**src/rtl/point_dac_pacer_pkg.sv**
```systemverilog
// Shared types and constants for the point DAC pacer.
// Holds the pacer state encoding and the beam park position.
package point_dac_pacer_pkg;

  typedef enum logic {
    IDLE = 1'b0,
    HOLD = 1'b1
  } pacer_state_t;

  localparam logic [7:0] DAC_CENTER = 8'h80;

endpackage

```
**src/rtl/point_dac_pacer_fifo.sv**
```systemverilog
// Synchronous point FIFO, 16-bit {x,y} entries, depth 2**ADDR_W; push/pop take effect at the edge.
// Pushes when full and pops when empty are ignored; the read data is the head entry.
module point_fifo #(
  parameter int ADDR_W = 4
) (
  input  logic              clk,
  input  logic              rst,
  input  logic              i_push,
  input  logic [15:0]       i_dat,
  input  logic              i_pop,
  output logic [15:0]       o_dat,
  output logic [ADDR_W:0]   o_count,
  output logic              o_full,
  output logic              o_empty
);

  localparam int DEPTH = 1 << ADDR_W;

  logic [15:0]       r_mem [DEPTH];
  logic [ADDR_W-1:0] r_wr_ptr;
  logic [ADDR_W-1:0] r_rd_ptr;
  logic [ADDR_W:0]   r_count;
  logic              w_push;
  logic              w_pop;

  assign o_full  = (r_count == (ADDR_W+1)'(DEPTH));
  assign o_empty = (r_count == '0);
  assign o_count = r_count;
  assign o_dat   = r_mem[r_rd_ptr];

  // Full blocks a push even when the same cycle pops.
  assign w_push = i_push & ~o_full;
  assign w_pop  = i_pop & ~o_empty;

  always_ff @(posedge clk) begin
    if (w_push) begin
      r_mem[r_wr_ptr] <= i_dat;
    end
  end

  always_ff @(posedge clk) begin
    if (rst) begin
      r_wr_ptr <= '0;
      r_rd_ptr <= '0;
      r_count  <= '0;
    end else begin
      if (w_push) begin
        r_wr_ptr <= r_wr_ptr + 1'b1;
      end
      if (w_pop) begin
        r_rd_ptr <= r_rd_ptr + 1'b1;
      end
      case ({w_push, w_pop})
        2'b10:   r_count <= r_count + 1'b1;
        2'b01:   r_count <= r_count - 1'b1;
        default: r_count <= r_count;
      endcase
    end
  end

endmodule

```
**src/rtl/point_dac_pacer.sv**
```systemverilog
// Buffers drawn points and presents each on the DAC for max(dwell,1) cycles; 1-cycle push-to-DAC latency.
// No backpressure: points arriving while the FIFO is full are dropped and flagged in sticky overflow.
module point_dac_pacer
  import point_dac_pacer_pkg::*;
#(
  parameter int ADDR_W  = 4,
  parameter int DWELL_W = 8
) (
  input  logic               clk,
  input  logic               rst,
  input  logic               wr,
  input  logic [7:0]         xin,
  input  logic [7:0]         yin,
  input  logic [DWELL_W-1:0] dwell,
  input  logic               clr_ovf,
  output logic [7:0]         dac_x,
  output logic [7:0]         dac_y,
  output logic               dac_ld,
  output logic               full,
  output logic               empty,
  output logic [ADDR_W:0]    count,
  output logic               overflow
);

  pacer_state_t       r_state;
  logic [DWELL_W-1:0] r_hold_cnt;
  logic [7:0]         r_dac_x;
  logic [7:0]         r_dac_y;
  logic               r_dac_ld;
  logic               r_overflow;
  logic [15:0]        w_head;
  logic               w_full;
  logic               w_empty;
  logic               w_load;
  logic               w_drop;

  point_fifo #(
    .ADDR_W (ADDR_W)
  ) u_fifo (
    .clk     (clk),
    .rst     (rst),
    .i_push  (wr),
    .i_dat   ({xin, yin}),
    .i_pop   (w_load),
    .o_dat   (w_head),
    .o_count (count),
    .o_full  (w_full),
    .o_empty (w_empty)
  );

  // Loads look only at the registered empty flag, so a same-cycle push waits one cycle.
  assign w_load = ~w_empty & ((r_state == IDLE) | (r_hold_cnt == '0));
  assign w_drop = wr & w_full;

  always_ff @(posedge clk) begin
    if (rst) begin
      r_state    <= IDLE;
      r_hold_cnt <= '0;
      r_dac_x    <= DAC_CENTER;
      r_dac_y    <= DAC_CENTER;
      r_dac_ld   <= 1'b0;
    end else begin
      r_dac_ld <= 1'b0;
      case (r_state)
        IDLE: begin
          if (w_load) begin
            r_dac_x    <= w_head[15:8];
            r_dac_y    <= w_head[7:0];
            r_dac_ld   <= 1'b1;
            r_hold_cnt <= (dwell == '0) ? '0 : dwell - DWELL_W'(1);
            r_state    <= HOLD;
          end
        end
        HOLD: begin
          if (r_hold_cnt != '0) begin
            r_hold_cnt <= r_hold_cnt - DWELL_W'(1);
          end else if (w_load) begin
            r_dac_x    <= w_head[15:8];
            r_dac_y    <= w_head[7:0];
            r_dac_ld   <= 1'b1;
            r_hold_cnt <= (dwell == '0) ? '0 : dwell - DWELL_W'(1);
          end else begin
            r_state <= IDLE;
          end
        end
        default: r_state <= IDLE;
      endcase
    end
  end

  // A drop in the same cycle as a clear leaves the flag set.
  always_ff @(posedge clk) begin
    if (rst) begin
      r_overflow <= 1'b0;
    end else if (w_drop) begin
      r_overflow <= 1'b1;
    end else if (clr_ovf) begin
      r_overflow <= 1'b0;
    end
  end

  assign dac_x    = r_dac_x;
  assign dac_y    = r_dac_y;
  assign dac_ld   = r_dac_ld;
  assign full     = w_full;
  assign empty    = w_empty;
  assign overflow = r_overflow;

endmodule

```
**config.mk**
```make
export PLATFORM = sky130hd
export DESIGN_NAME = point_dac_pacer
export DESIGN_NICKNAME = d
export VERILOG_FILES = /design/src/rtl/point_dac_pacer_pkg.sv /design/src/rtl/point_dac_pacer_fifo.sv /design/src/rtl/point_dac_pacer.sv
export SDC_FILE = /design/constraint.sdc
export NUM_CORES = 1
export LEC_CHECK = 0
export ABC_AREA = 1
export BUFFER_PORTS_ARGS = -buffer_cell sky130_fd_sc_hd__buf_2
export CORE_MARGIN = 4
export CORE_UTILIZATION = 35
export DETAILED_ROUTE_END_ITERATION = 10
export GPL_TIMING_DRIVEN = 0
export HOLD_SLACK_MARGIN = 0.08
export PLACE_DENSITY = 0.55
export SLEW_MARGIN = 25
export SYNTH_ARGS = -nofsm -noshare
export SYNTH_HDL_FRONTEND = slang
export SYNTH_SLANG_ARGS = --single-unit
```
**constraint.sdc**
```tcl
create_clock -name clk -period 3.1 [get_ports clk]
set_clock_uncertainty 0.15 [all_clocks]
set_input_delay 0.62 -clock clk [delete_from_list [all_inputs] [get_ports clk]]
set_output_delay 0.62 -clock clk [all_outputs]
set_load 0.05 [all_outputs]
```
==> run metrics <==
crit-path max FO 9; global-route wire length before repair ~50000 um; CTS root buf clkbuf_16; LEAKAGE 0.00499 uW; Net Switching 4690 uW; Clock Path Buffers 3; Rel. slew slack 0.529; Critical Path AT approximately 2.0 ns; Sink Count 300; ANT cells 0; top post-synthesis cells by area edfxtp_1 (63%), dfxtp_1 (7.2%), nor2_1 (6.8%); HPWL after DPL 22000 um; Distinct cells, synth 39; vias in the first global route 8088; Final WS setup between 0.2 and 0.3 ns; grt total ovfl 0; Top FF cell, synth edfxtp_1; Hold Path Origin clr_ovf; Slew Viols, Final 0; Post-CTS Hold Buffers 0; wire per inst 20.3 um; r2r worst-path depth 15; syn avg cell area about 12 um^2; max_cap viols 0; final hold violation count 0; starting DRC count in detailed routing 782; Synth warnings 0; die area roughly 38000 um^2; Setup WS pre-CTS roughly 0.45 ns; dpl cell area 13300 um^2; Crit Path Class flip-flop to output pin; Int Power 8110 uW; TritonCTS buffer count 34; WHS Path Cells 4; Reg power frac 0.379; Ports 53; # nets final 1170; Sw Share 0.366; Comb power frac 0.327; Row Count just under 70; Cell Area, Synth between 10000 and 15000 um^2; Synth top area share 0.628; area growth from synthesis to layout 17.0%; Port Buf Inserts 52; fmax 357 MHz; worst hold path class input pin to flip-flop; initial antenna violation count 0; first drt pass iteration count 5; Post-synth EDFFs between 200 and 300; Crit. End Element output pin; reg2reg end u_fifo.o_count[4]; Die Height ~200 um; CTS tree built; Synth Net Count 1068; largest net degree at the start of global routing 17; Resize count post-CTS 0; Post-CTS Setup Bufs 0; routed vias ~8.3k; Setup Viol. Count Final 0; CP Launch Type flip-flop; final WL 32700 um; Final ANT Viol Nets 0; core box area 34500 um^2; GP Congestion 0.850; Mapped Cells 1029; DIE WIDTH 195 um; Final Instance Area 14300 um^2; Min-Delay Endpoint overflow; RSZ-0062 raised after global routing false; setup TNS 0 ns; Tot GR Track Use 0.169; H-Tree Depth 2; Final Cycle Share 0.904; Reg clk slew, reported paths 0.06 ns; Remaining DRCs 0; Clk pwr share 0.294; Initial Util 0.355; Clk Latency, worst-skew pair 0.51 ns; asr flop ratio synth 0; Min Clock Period, post-route 2.80 ns; status completed; Critical Path RT 2.33 ns; proportion of layout cells with a drive suffix above 1 0.146; peak supply drop 364 uV; Power, Total 12800 uW; Worst Max-Slew Pin Slew 0.707 ns; fill cell count 3292; R2R setup slack 0.47 ns; P per Cell Area 893 nW/um^2; post-synthesis sequential area ratio 0.699; top cell type by total area after synthesis edfxtp_1; flops & latches, synth 300; FF-to-FF Start r_hold_cnt[0]; vias per std cell 5.18
## worst max path at each step
stage,startpoint,to,slack (ns),cells after the start
finish,u_fifo.o_count[0],empty,0.30,4
global route,r_hold_cnt[0],u_fifo.o_count[4],0.16,15
CTS,u_fifo.o_count[0],empty,0.24,4
detailed placement,r_hold_cnt[0],u_fifo.o_count[3],0.45,15
global placement,wr,u_fifo.r_mem[13][12],-0.16,5
floorplan,u_fifo.o_count[0],u_fifo.r_mem[11][0],0.49,6
## synth_stat cells (2+ instances only)
master / count
o32ai_1: 4
a21oi_1: 25
ha_1: 11
nor3_1: 2
xnor2_1: 2
buf_2: 18
o21ai_0: 139
xor2_1: 9
and3_1: 2
inv_1: 49
mux2i_1: 4
nor2_1: 222
nand2_1: 46
nand4_1: 4
o22ai_1: 2
o221ai_1: 3
buf_1: 3
dfxtp_1: 44
a31o_2: 3
edfxtp_1: 256
o21ai_1: 7
o211ai_1: 62
clkinv_1: 2
nand3_2: 3
clkbuf_1: 33
buf_4: 3
a221oi_2: 4
a31o_1: 8
nand3_1: 46
nor2_2: 3
inv_2: 2
## power groups by stage
stage	clock network (uW)	registers (uW)	logic, uW
final	3760	4850	4180
after CTS	3840	4860	4220
after global routing	4010	4880	4630
after floorplan	0	5270	2520
after detailed placement	0	4940	4200
after global placement	0	4940	4140
## cells by family (layout without fill, tap and decap cells)
logic type,count (synthesis),after routing,share of synthesized area
multiplexers,4,4,0.00327
AO/OA/AOI/OAI,259,259,0.129
buffers and inverters,112,236,0.0379
adder cells (fa/ha/maj),11,11,0.0112
AND/OR/NAND/NOR,332,332,0.112
XOR/XNOR,11,11,0.00786
flip-flops,300,300,0.699
## through the flow
step | hold slack, ns | utilization | std cells
finish | 0.229 | 0.415 | 1608
global route | 0.230 | 0.415 | 1608
CTS | 0.216 | 0.415 | 1608
detailed placement | 0.308 | 0.385 | 1550
global placement | 0.307 | 0.379 | 1536
floorplan | 0.298 | - | 1029
## per-layer routing
| layer | routed length (um) | track usage | vias to the layer above | part of all wire |
|---|---|---|---|---|
| li1 | - | - | 3917 | - |
| met1 | 14200 | 0.236 | 4072 | 0.44 |
| met2 | 15300 | 0.269 | 271 | 0.47 |
| met3 | 2090 | 0.0316 | 65 | 0.064 |
| met4 | 1050 | 0.0551 | 0 | 0.032 |
| met5 | 0 | 0 | - | 0 |
## cell type report
| type | instances | area [um^2] | area share |
|---|---|---|---|
| repair buffers | 66 | 422 | 0.0294 |
| inverters | 54 | 205 | 0.0143 |
| multi-input cells | 617 | 3270 | 0.228 |
| plain buffers | 58 | 259 | 0.0181 |
| clock buffers | 46 | 948 | 0.0662 |
| well taps | 455 | 569 | 0.0397 |
| clock inverters | 12 | 87.6 | 0.00611 |
| flip-flops and latches | 300 | 8570 | 0.598 |
## flip-flops by register name, summed over array words and instances, names as in the netlist, named ones only
name / count
r_hold_cnt: 8
dac_y: 8
dac_ld: 1
dac_x: 8
u_fifo.r_wr_ptr: 4
overflow: 1
r_state: 1
u_fifo.r_mem: 256
u_fifo.r_rd_ptr: 4
u_fifo.o_count: 5
## worst max-delay path: stages, from the launching register on
cell and delay [ns]:
dfxtp_1 0.46, nor2_1 0.10, nand3_1 0.30, clkinv_1 0.35, buf_2 0.32
## placed cells by master (no fill, tap or decap), types with 4 or more instances in the layout
master / instances
edfxtp_1: 256
nor2_1: 206
o21ai_0: 139
buf_2: 70
o211ai_1: 62
inv_1: 49
nand2_1: 46
nand3_1: 46
dfxtp_1: 44
clkbuf_1: 42
clkbuf_16: 36
a21oi_1: 25
nor2_2: 17
buf_6: 14
ha_1: 11
xor2_1: 9
a31o_1: 8
clkinv_1: 7
o21ai_1: 7
nand4_1: 4
a221oi_2: 4
mux2i_1: 4
o32ai_1: 4
No activity file was read; power rests on OpenSTA's default activity.
